===== config.mk =====
export PLATFORM = sky130hd
export DESIGN_NAME = ecc_core_flat
export DESIGN_NICKNAME = d
export VERILOG_FILES = /design/src/rtl/ecc_core_if.sv /design/src/rtl/ecc_core.sv /design/src/flat_wrapper.sv
export SDC_FILE = /design/constraint.sdc
export NUM_CORES = 1
export LEC_CHECK = 0
export ABC_AREA = 1
export CAP_MARGIN = 20
export CORE_MARGIN = 4
export CORE_UTILIZATION = 50
export CTS_CLUSTER_DIAMETER = 150
export DETAILED_ROUTE_END_ITERATION = 8
export PLACE_DENSITY = 0.78
export SLEW_MARGIN = 20
export SYNTH_ARGS = -nofsm -noshare
export SYNTH_HDL_FRONTEND = slang
export SYNTH_SLANG_ARGS = --single-unit

===== constraint.sdc =====
create_clock -name PCLK -period 2.2 [get_ports PCLK]
set_input_delay 0.66 -clock PCLK [delete_from_list [all_inputs] [get_ports PCLK]]
set_output_delay 0.66 -clock PCLK [all_outputs]
set_load 0.02 [all_outputs]

===== src/rtl/ecc_core_if.sv =====
// Operand/result bundle for ecc_core: the requester (master) drives the operation,
// the core (slave) returns the result, error count and status.
interface ecc_core_if #(
  parameter int DATA_WIDTH = 32
);
  logic                  start;
  logic [1:0]            ctrl;
  logic [1:0]            codeword_width;
  logic [DATA_WIDTH-1:0] data_in;
  logic [DATA_WIDTH-1:0] noise;
  logic [DATA_WIDTH-1:0] data_out;
  logic [1:0]            num_of_errors;
  logic                  operation_done;
  logic                  busy;

  modport master (
    output start, ctrl, codeword_width, data_in, noise,
    input  data_out, num_of_errors, operation_done, busy
  );

  modport slave (
    input  start, ctrl, codeword_width, data_in, noise,
    output data_out, num_of_errors, operation_done, busy
  );
endinterface


===== src/rtl/ecc_core.sv =====
// Extended-Hamming encoder/decoder for 8/16/32-bit codewords, sequenced by a small FSM.
// Define ECC_FULL_CHANNEL_EN to add the encode -> noise -> decode operation (ctrl=2).
module ecc_core #(
  parameter int DATA_WIDTH = 32
) (
  input logic       PCLK,
  input logic       PRESETn,
  ecc_core_if.slave bus
);

  localparam logic [1:0] OP_ENCODE = 2'd0;
  localparam logic [1:0] OP_DECODE = 2'd1;

`ifdef ECC_FULL_CHANNEL_EN
  localparam logic [1:0] OP_FULL = 2'd2;
  typedef enum logic [2:0] {IDLE, ENC, CHAN, SYND, CORR, DONE} stateT;
  localparam stateT AFTER_ENC = CHAN;
`else
  typedef enum logic [2:0] {IDLE, ENC, SYND, CORR, DONE} stateT;
  localparam stateT AFTER_ENC = SYND;
`endif

  function automatic logic [31:0] dataMask(input logic [1:0] wSel);
    logic [31:0] m;
    case (wSel)
      2'd0:    m = 32'h0000_000F;
      2'd1:    m = 32'h0000_07FF;
      default: m = 32'h03FF_FFFF;
    endcase
    return m;
  endfunction

  // Data bit j sits at the j-th non-power-of-two Hamming position; parity slots stay empty.
  function automatic logic [31:0] placeData(input logic [31:0] d);
    logic [31:0] vec;
    int j;
    vec = '0;
    j = 0;
    for (int pos = 3; pos < 32; pos++) begin
      if ((pos & (pos - 1)) != 0) begin
        vec[pos[4:0]] = d[j[4:0]];
        j++;
      end
    end
    return vec;
  endfunction

  function automatic logic [31:0] gatherData(input logic [31:0] vec);
    logic [31:0] d;
    int j;
    d = '0;
    j = 0;
    for (int pos = 3; pos < 32; pos++) begin
      if ((pos & (pos - 1)) != 0) begin
        d[j[4:0]] = vec[pos[4:0]];
        j++;
      end
    end
    return d;
  endfunction

  function automatic logic [4:0] posSyndrome(input logic [31:0] vec);
    logic [4:0] s;
    s = '0;
    for (int pos = 1; pos < 32; pos++) begin
      if (vec[pos[4:0]]) s = s ^ pos[4:0];
    end
    return s;
  endfunction

  // Codeword = {overall parity, p_{P-2}..p_0, data}; the overall bit also covers the parity bits.
  function automatic logic [31:0] encodeWord(input logic [31:0] d, input logic [1:0] wSel);
    logic [31:0] dk;
    logic [4:0]  p;
    logic [31:0] cw;
    dk = d & dataMask(wSel);
    p  = posSyndrome(placeData(dk));
    case (wSel)
      2'd0:    cw = {24'd0, (^dk) ^ (^p[2:0]), p[2:0], dk[3:0]};
      2'd1:    cw = {16'd0, (^dk) ^ (^p[3:0]), p[3:0], dk[10:0]};
      default: cw = {(^dk) ^ (^p), p, dk[25:0]};
    endcase
    return cw;
  endfunction

  stateT                 state;
  logic [1:0]            capWidth;
  logic [DATA_WIDTH-1:0] capData;
  logic [DATA_WIDTH-1:0] cwReg;
  logic [4:0]            synReg;
  logic                  overallReg;
  logic [DATA_WIDTH-1:0] dataOut;
  logic [1:0]            numErrors;
  logic                  operationDone;
  logic                  busyReg;
  logic                  opLegal;
  logic                  encodeOnly;
  logic [31:0]           encWord;
  logic [31:0]           rxData;
  logic [4:0]            rxParity;
  logic                  rxOverall;
  logic [4:0]            rxSyndrome;
  logic [31:0]           corrData;

`ifdef ECC_FULL_CHANNEL_EN
  logic [1:0]            capCtrl;
  logic [DATA_WIDTH-1:0] capNoise;
  assign opLegal    = (bus.ctrl != 2'd3);
  assign encodeOnly = (capCtrl == OP_ENCODE);
`else
  logic unusedNoise;
  assign unusedNoise = ^bus.noise;
  assign opLegal     = (bus.ctrl == OP_ENCODE) || (bus.ctrl == OP_DECODE);
  assign encodeOnly  = 1'b1;
`endif

  // Split the working codeword into its fields and derive syndrome and corrected data.
  always_comb begin
    rxData    = '0;
    rxParity  = '0;
    rxOverall = 1'b0;
    encWord   = encodeWord(capData, capWidth);
    case (capWidth)
      2'd0: begin
        rxData    = {28'd0, cwReg[3:0]};
        rxParity  = {2'd0, cwReg[6:4]};
        rxOverall = ^cwReg[7:0];
      end
      2'd1: begin
        rxData    = {21'd0, cwReg[10:0]};
        rxParity  = {1'b0, cwReg[14:11]};
        rxOverall = ^cwReg[15:0];
      end
      default: begin
        rxData    = {6'd0, cwReg[25:0]};
        rxParity  = cwReg[30:26];
        rxOverall = ^cwReg;
      end
    endcase
    rxSyndrome = posSyndrome(placeData(rxData)) ^ rxParity;
    corrData   = rxData ^ (gatherData(32'd1 << synReg) & dataMask(capWidth));
  end

  // Sequencer: results and the done pulse are registered on the edge that enters DONE.
  always_ff @(posedge PCLK or negedge PRESETn) begin
    if (!PRESETn) begin
      state         <= IDLE;
      capWidth      <= '0;
      capData       <= '0;
      cwReg         <= '0;
      synReg        <= '0;
      overallReg    <= 1'b0;
      dataOut       <= '0;
      numErrors     <= '0;
      operationDone <= 1'b0;
      busyReg       <= 1'b0;
`ifdef ECC_FULL_CHANNEL_EN
      capCtrl       <= '0;
      capNoise      <= '0;
`endif
    end else begin
      case (state)
        IDLE: begin
          if (bus.start && opLegal) begin
            capWidth <= bus.codeword_width;
            capData  <= bus.data_in;
            cwReg    <= bus.data_in;
            busyReg  <= 1'b1;
`ifdef ECC_FULL_CHANNEL_EN
            capCtrl  <= bus.ctrl;
            capNoise <= bus.noise;
`endif
            state    <= (bus.ctrl == OP_DECODE) ? SYND : ENC;
          end
        end
        ENC: begin
          cwReg <= encWord;
          if (encodeOnly) begin
            dataOut       <= encWord;
            numErrors     <= 2'd0;
            operationDone <= 1'b1;
            state         <= DONE;
          end else begin
            state <= AFTER_ENC;
          end
        end
`ifdef ECC_FULL_CHANNEL_EN
        CHAN: begin
          cwReg <= cwReg ^ capNoise;
          state <= SYND;
        end
`endif
        SYND: begin
          synReg     <= rxSyndrome;
          overallReg <= rxOverall;
          state      <= CORR;
        end
        CORR: begin
          if (overallReg) begin
            dataOut   <= corrData;
            numErrors <= 2'd1;
          end else if (synReg != 5'd0) begin
            dataOut   <= rxData;
            numErrors <= 2'd2;
          end else begin
            dataOut   <= rxData;
            numErrors <= 2'd0;
          end
          operationDone <= 1'b1;
          state         <= DONE;
        end
        DONE: begin
          operationDone <= 1'b0;
          busyReg       <= 1'b0;
          state         <= IDLE;
        end
        default: state <= IDLE;
      endcase
    end
  end

  assign bus.data_out       = dataOut;
  assign bus.num_of_errors  = numErrors;
  assign bus.operation_done = operationDone;
  assign bus.busy           = busyReg;

endmodule


===== src/flat_wrapper.sv =====
// flat-port wrapper written by rule: the top's interface ports become plain ports
module ecc_core_flat 
#(
  parameter int DATA_WIDTH = 32
)
  (PCLK, PRESETn, bus_start, bus_ctrl, bus_codeword_width, bus_data_in, bus_noise, bus_data_out, bus_num_of_errors, bus_operation_done, bus_busy);
  ecc_core_if #(.DATA_WIDTH(DATA_WIDTH)) bus_i ();
  input logic PCLK;
  input logic PRESETn;
  input wire logic [$bits(bus_i.start)-1:0] bus_start;
  input wire logic [$bits(bus_i.ctrl)-1:0] bus_ctrl;
  input wire logic [$bits(bus_i.codeword_width)-1:0] bus_codeword_width;
  input wire logic [$bits(bus_i.data_in)-1:0] bus_data_in;
  input wire logic [$bits(bus_i.noise)-1:0] bus_noise;
  output wire logic [$bits(bus_i.data_out)-1:0] bus_data_out;
  output wire logic [$bits(bus_i.num_of_errors)-1:0] bus_num_of_errors;
  output wire logic [$bits(bus_i.operation_done)-1:0] bus_operation_done;
  output wire logic [$bits(bus_i.busy)-1:0] bus_busy;
  assign bus_i.start = bus_start;
  assign bus_i.ctrl = bus_ctrl;
  assign bus_i.codeword_width = bus_codeword_width;
  assign bus_i.data_in = bus_data_in;
  assign bus_i.noise = bus_noise;
  assign bus_data_out = bus_i.data_out;
  assign bus_num_of_errors = bus_i.num_of_errors;
  assign bus_operation_done = bus_i.operation_done;
  assign bus_busy = bus_i.busy;
  ecc_core #(.DATA_WIDTH(DATA_WIDTH)) u_core (.PCLK(PCLK), .PRESETn(PRESETn), .bus(bus_i));
endmodule

==> results of run 1 <==
## final cells by class
| cell class | instances | area (um2) |
|---|---|---|
| Sequential cell | 105 | 2629 |
| Clock buffer | 11 | 242.7 |
| Multi-Input combinational cell | 716 | 4243 |
| Clock inverter | 4 | 30.03 |
| Tap cell | 176 | 220.2 |
| Timing Repair Buffer | 196 | 1775 |
| Fill cell | 1039 | 3760 |
| Inverter | 117 | 447.9 |
## critical path, cell delays in order, from the launching register on
cell and delay [ns]:
dfrtp_2 0.52, buf_6 0.15, buf_4 0.14, nand3_2 0.10
o21ai_4 0.12, xor2_1 0.25, nand2_2 0.10, nand2_2 0.07
nand2_2 0.06, nand2_2 0.08, nand2_1 0.06, nand2_2 0.08
nand2_2 0.07, nand2_4 0.09, inv_4 0.05, nand2_2 0.07
nand2_1 0.06, nand2_1 0.06, nand3_1 0.06, o21ai_1 0.09
nand2_1 0.13, nand3_1 0.10
## stage by stage
stage | TNS (ns) | cells | area, um2 | worst slack [ns]
final | -4.744 | 1325 | 9588 | -0.3954
after global routing | -6.869 | 1325 | 9588 | -0.5369
after CTS | -2.205 | 1315 | 9086 | -0.2584
after detailed placement | -3.336 | 1293 | 8542 | -0.3320
after global placement | -2.800 | 1293 | 8542 | -0.2782
after floorplan | 0 | 963 | 6865 | 0.06740
## worst paths after layout
check	to	depth (start not counted)	slack (ns)
min	u_core.bus.operation_done$_DFFE_PN0P_	1	0.25
min in group PCLK	u_core.bus.data_out[30]$_DFFE_PN0P_	2	0.49
max	u_core.cwReg[7]$_DFFE_PN0P_	21	-0.40
max reg2reg	u_core.cwReg[7]$_DFFE_PN0P_	21	-0.40
min reg2reg	u_core.bus.data_out[30]$_DFFE_PN0P_	2	0.49
max in group asynchronous	u_core.bus.data_out[31]$_DFFE_PN0P_	2	1.38
## metal layers
layer / vias up / track usage (%)
met5: - / 0
met4: 0 / 11.42
met3: 80 / 5.928
met2: 427 / 45.02
met1: 3470 / 41.67
li1: 3474 / -
## flip-flops by register name, indices dropped and copies added, names as in the netlist
name,flops
u_core.capData,26
u_core.bus.data_out,32
u_core.overallReg,1
u_core.bus.busy,1
u_core.bus.num_of_errors,2
u_core.capWidth,2
u_core.synReg,5
u_core.cwReg,32
u_core.bus.operation_done,1
u_core.state,3
## kinds of logic (layout without fill, tap and decap cells)
family	count (synthesis)	after routing
multiplexers	1	1
flip-flops	105	105
AO/OA/AOI/OAI	150	150
XOR/XNOR	82	82
AND/OR/NAND/NOR	483	483
buffers and inverters	142	328
## cell usage after synthesis, types with 3 or more instances
cell,instances
nand2_1,297
nand3_1,112
inv_1,109
dfrtp_1,105
o21ai_0,74
xor2_1,49
nor2_1,44
xnor2_1,33
a21oi_1,18
clkbuf_1,17
o211ai_1,16
a22oi_1,15
nand2_2,13
o221ai_1,13
nor3_1,7
inv_2,5
or2_2,4
buf_1,3
buf_4,3
clkinv_1,3
## what timing repair did
item	CTS	global route
gates cloned	2	0
pin swaps	21	44
setup endpoints to repair	18	31
buffers inserted	5	12
gates resized for setup	56	125
endpoints found under the hold margin	0	0
==> summary.txt, run 1 <==
Critical path
  • CP startpoint kind: flop
  • Critical Path RT: 2.49 ns
  • RR Startpoint: u_core.capWidth[1]$_DFFE_PN0P_
  • Crit path arrival time: 2.89 ns
  • Crit path max fanout: 6
  • Crit path from: u_core.capWidth[1]$_DFFE_PN0P_
  • CP endpoint kind: flop
  • Crit path kind: flop to flop

STA
  • Worst Slack Setup Final: -0.3954 ns
  • RSZ-0062 raised after global routing: yes
  • Final worst-path cycle share: 118.0%
  • Slew @ Worst Pin: 0.7487 ns
  • Final Max Slew Viols: 0
  • Relative slew slack: 49.90%
  • Post-layout min period: 2.595 ns
  • Max Clk Rate: 385.3 MHz
  • Final setup viols: 18
  • Final hold vios: 0
  • Fin Hold WS: 0.2473 ns
  • Clk_skew: 0.007546 ns

Synthesis
  • Yosys top cell by area: dfrtp_1
  • Post-synthesis compound-gate area fraction: 13.40%
  • Asr flop ratio synth: 100.0%
  • Yosys reg bits: 105
  • Post-synthesis mux area share: 0.1640%
  • Post-Syn Area: 6865 um2
  • Synth warn: 0
  • Syn avg cell area: 7.129 um2
  • Simple-gate portion of the synthesized area: 29.56%
  • Syn nets: 1034
  • Cells after Synth: 963
  • Top FF cell, synth: dfrtp_1
  • Largest cells by area after synthesis: dfrtp_1 (38%), nand2_1 (16%), nand3_1 (8.2%)
  • EDFF count, synth: 0
  • Register area share after synthesis: 38.27%
  • Largest family of logic cells by synthesized area: simple AND/OR/NAND/NOR gates
  • Share of the synthesized area in the top cell type: 38.27%
  • Synth Area in Adders: 0%
  • Yosys cell types: 39
  • Post-Synth XOR/XNOR Area: 10.46%

Global route
  • Largest net degree at the start of global routing: 42
  • First-pass GRT wire length: 36480 um
  • Vias in the first global route: 6811
  • GRT overflow: 0
  • Total GRT Usage: 29.52%
  • Initial antenna violation count: 0

Drt
  • Met3 WL: 2140 um
  • Top Metal Used: met4
  • Routed Antenna Nets: 0
  • Drt initial violations: 931
  • Drt pass-1 iters: 5
  • Met1 Wirelength: 9903 um
  • Post-Route WL: 24020 um
  • Vias: 7451
  • Drt drc: 0
  • WL met2: 10870 um
  • Vias/cell: 5.623
  • WL/cell: 18.13 um

Clock network
  • Clk buf depth: 2
  • H-tree depth: 3
  • Number of clock sinks: 105
  • Worst-Skew Late Latency: 0.36 ns
  • Clk slew on worst S/H paths: 0.07 ns
  • CTS Buf Count: 9
  • # hold bufs at CTS: 0
  • CTS tree: yes
  • Root buffer cell: clkbuf_16

Status
  • Outcome: finished, violations left
  • Failing checks: setup timing

Cells and area
  • Most frequent cells in the layout: nand2_1 (237), buf_4 (109), dfrtp_1 (104), inv_1 (99), nand3_1 (91)
  • Area grow syn2layout: 39.66%
  • Util after Layout: 71.83%
  • Commonest non-fill, non-tap cell in the layout: nand2_1
  • Ant. Diodes: 0
  • Final nets: 1216
  • Share of post-route cells with drive strength above 1: 25.07%

Placement
  • Routability congestion estimate: 0.9982
  • Port-buffer cells: 74
  • HPWL after detailed placement: 17360 um

Die
  • Initial core utilization: 51.43%
  • Die Y: 125.2 um
  • Die width: 125.2 um
  • Cell Rows: 42
  • Die ar.: 15670 um2
  • CORE AREA: 13350 um2
  • I/O Pins: 107

Run
  • MaxCap Viol Count: 0

Hold path
  • Min-delay worst type: input port to async pin
Power of run 1 is left out: the tool's default activity adds up to more than one toggle a clock period on the data nets, which glitch-free logic cannot reach.
==> run 2, diff against run 1 <==
Settings changed: CORE_UTILIZATION 50 to 59, PLACE_DENSITY 0.78 to 0.86.
Clock period 2.2 ns to 3.2 ns, I/O delays scaled along.
==> run 2 against run 1 <==
  * The flow now finishes without violations
  * Via count is 5.1% lower
  * Critical path type unchanged
  * Worst setup slack better by 0.66 ns
  * Core utilization is 0.34 points lower
  * Final cell count is 10% lower
  * Count of clock-buffer cells in the layout is 1 lower
  * Maximum frequency is 12% lower
  * Global-route usage is 3.5 points higher
  * Critical endpoint is now u_core.bus.data_out[15]$_DFFE_PN0P_
  * Critical path depth is 1 higher
  * Flip-flop and latch count stayed put
  * Die area is 14% lower
  * Final area is 15% lower
==> summary.txt, run 2 (synthesis results as in run 1) <==
Placement
  • Pre-CTS setup slack: 0.1911 ns (was -0.3320 ns)
  • HPWL after detailed placement: 16080 um (was 17360 um)
  • Port-buffer cells: 74 (unchanged)
  • Routability congestion estimate: 1.045 (was 0.9982)
  • Placed inst area: 7820 um2 (was 8542 um2)

Critical path
  • R2R Path End: u_core.bus.data_out[15]$_DFFE_PN0P_ (was u_core.cwReg[7]$_DFFE_PN0P_)
  • RR Startpoint: u_core.capWidth[1]$_DFFE_PN0P_ (unchanged)
  • Reg2Reg Depth: 22 (was 21)
  • Slowest stage cell, crit path: dfrtp_1 (was dfrtp_2)
  • Crit path kind: flop to flop (unchanged)
  • CP startpoint kind: flop (unchanged)
  • CP bufs+invs: 2 (was 3)
  • Worst path most repeated cell: nand2_1 (was nand2_2)
  • CP endpoint kind: flop (unchanged)
  • Crit path arrival time: 3.17 ns (was 2.89 ns)
  • Cell Chain, Critical Path: buf_12, nand2_2, inv_1, nand2_1, nand2_1, nand2_1, nand2_1, nand3_1, nand2_1, nand2_1, nand2_1, nand2_1, nand2_1, nand2_1, nand2_1, nand2_1, nand2_2, nand2_1, nand3_1, nand2_1, nand2_1, nand3_1 (was buf_6, buf_4, nand3_2, o21ai_4, xor2_1, nand2_2, nand2_2, nand2_2, nand2_2, nand2_1, nand2_2, nand2_2, nand2_4, inv_4, nand2_2, nand2_1, nand2_1, nand3_1, o21ai_1, nand2_1, nand3_1)
  • Cell family with most CP delay: simple AND/OR/NAND/NOR gates (unchanged)
  • R2R Setup Slk: 0.26 ns (was -0.40 ns)
  • Crit path max fanout: 28 (was 6)
  • Critical Path RT: 3.43 ns (was 2.49 ns)
  • CP peak stage delay: 0.56 ns (was 0.52 ns)

Clock network
  • Root buffer cell: clkbuf_16 (unchanged)
  • CTS tree: yes (unchanged)
  • CTS Buf Count: 9 (unchanged)
  • CTS-repair resized insts: 0 (was 56)
  • Clk buf depth: 2 (unchanged)
  • H-tree depth: 3 (unchanged)
  • Clk slew on worst S/H paths: 0.08 ns (was 0.07 ns)
  • Number of clock sinks: 105 (unchanged)
  • # hold bufs at CTS: 0 (unchanged)
  • Post-CTS Setup Bufs: 0 (was 5)
  • Worst-Skew Late Latency: 0.37 ns (was 0.36 ns)

Hold path
  • Min-delay worst type: flop to flop (was input port to async pin)
  • WHS Path Cells: 2
  • Hold-critical path endpoint: u_core.bus.busy$_DFFE_PN0P_
  • Hold path startpoint: u_core.bus.busy$_DFFE_PN0P_

STA
  • Sum of negative setup slack: 0 ns (was -4.744 ns)
  • Relative slew slack: 46.65% (was 49.90%)
  • Final hold vios: 0 (unchanged)
  • Slew @ Worst Pin: 0.7972 ns (was 0.7487 ns)
  • RSZ-0062 raised after global routing: no (was yes)
  • Worst Slack Setup Final: 0.2608 ns (was -0.3954 ns)
  • Max Clk Rate: 340.2 MHz (was 385.3 MHz)
  • Final worst-path cycle share: 91.85% (was 118.0%)
  • Post-layout min period: 2.939 ns (was 2.595 ns)
  • Final Max Slew Viols: 0 (unchanged)
  • Final setup viols: 0 (was 18)
  • Clk_skew: 0.008922 ns (was 0.007546 ns)

Die
  • Cell Rows: 39 (was 42)
  • Initial core utilization: 60.12% (was 51.43%)
  • Die Y: 115.9 um (was 125.2 um)
  • CORE AREA: 11420 um2 (was 13350 um2)
  • I/O Pins: 107 (unchanged)
  • Die ar.: 13430 um2 (was 15670 um2)
  • Die width: 115.9 um (was 125.2 um)

Global route
  • First-pass GRT wire length: 33820 um (was 36480 um)
  • GRT overflow: 0 (unchanged)
  • Initial antenna violation count: 0 (unchanged)
  • Vias in the first global route: 6553 (was 6811)
  • Total GRT Usage: 33.05% (was 29.52%)
  • Largest net degree at the start of global routing: 48 (was 42)

Cells and area
  • Share of post-route cells with drive strength above 1: 5.944% (was 25.07%)
  • # fillers: 926 (was 1039)
  • Area of the multi-input gates: 3679 um2 (was 4243 um2)
  • Commonest non-fill, non-tap cell in the layout: nand2_1 (unchanged)
  • Ant. Diodes: 0 (unchanged)
  • Area grow syn2layout: 18.90% (was 39.66%)
  • Register Area: 2628 um2 (was 2629 um2)
  • Final nets: 1110 (was 1216)
  • Post-Layout Inst Area: 8163 um2 (was 9588 um2)
  • Most frequent cells in the layout: nand2_1 (297), nand3_1 (112), inv_1 (109), dfrtp_1 (105), o21ai_0 (74) (was nand2_1 (237), buf_4 (109), dfrtp_1 (104), inv_1 (99), nand3_1 (91))

Drt
  • Vias/cell: 5.965 (was 5.623)
  • WL/cell: 17.95 um (was 18.13 um)
  • Drt drc: 0 (unchanged)
  • Vias: 7074 (was 7451)
  • Drt initial violations: 1068 (was 931)
  • Post-Route WL: 21280 um (was 24020 um)
  • Routed Antenna Nets: 0 (unchanged)
  • Drt pass-1 iters: 8 (was 5)

Status
  • Outcome: finished clean (was finished, violations left)

Run
  • MaxCap Viol Count: 0 (unchanged)
run 2: cell count changes in the layout (fill, tap and decap cells not counted), moves of 10 or more:
cell     change
o21ai_0     +14
buf_4       -95
nand3_1     +21
nand2_4     -16
nand3_2     -16
inv_1       +10
nand2_1     +60
nand2_2     -42
run 2: through the flow:
stage | util, % | cells | hold slack (ns)
floorplan | - | 963 | 0.4484
finish | 71.49 | 1186 | 0.4818
detailed placement | 68.49 | 1171 | 0.4684
global placement | 68.49 | 1171 | 0.4635
CTS | 71.49 | 1186 | 0.4859
global route | 71.49 | 1186 | 0.5122
run 2: worst max-delay path by stage:
stage / start / to / depth (start not counted)
6_report: u_core.capWidth[1]$_DFFE_PN0P_ / u_core.bus.data_out[15]$_DFFE_PN0P_ / 22
5_1_grt: u_core.capWidth[1]$_DFFE_PN0P_ / u_core.bus.data_out[15]$_DFFE_PN0P_ / 24
4_1_cts: u_core.capWidth[1]$_DFFE_PN0P_ / u_core.bus.data_out[15]$_DFFE_PN0P_ / 22
3_5_place_dp: bus_ctrl[1] / u_core.cwReg[8]$_DFFE_PN0P_ / 8
3_3_place_gp: bus_ctrl[1] / u_core.cwReg[16]$_DFFE_PN0P_ / 8
2_1_floorplan: bus_start / u_core.cwReg[5]$_DFFE_PN0P_ / 8
run 2: cell type report:
cell class                      count  area share (%)
Clock buffer                       10           2.928
Sequential cell                   105           32.19
Timing Repair Buffer               90           10.97
Multi-Input combinational cell    716           45.06
Clock inverter                      5           1.272
Tap cell                          143           2.192
Inverter                          117           5.380
run 2: routing by layer:
layer	global-route usage, %	wire length, um	up-vias
li1	-	-	3274
met1	44.64	8239	3282
met2	50.06	9382	446
met3	8.721	2666	72
met4	15.00	995	0
met5	0	0	-
run 2: worst min-delay path: stages, from the launching register on:
cell and delay, ns:
dfrtp_1 0.34, nand2_1 0.05, nand2_1 0.05
Power of run 2 is left out for the same reason.
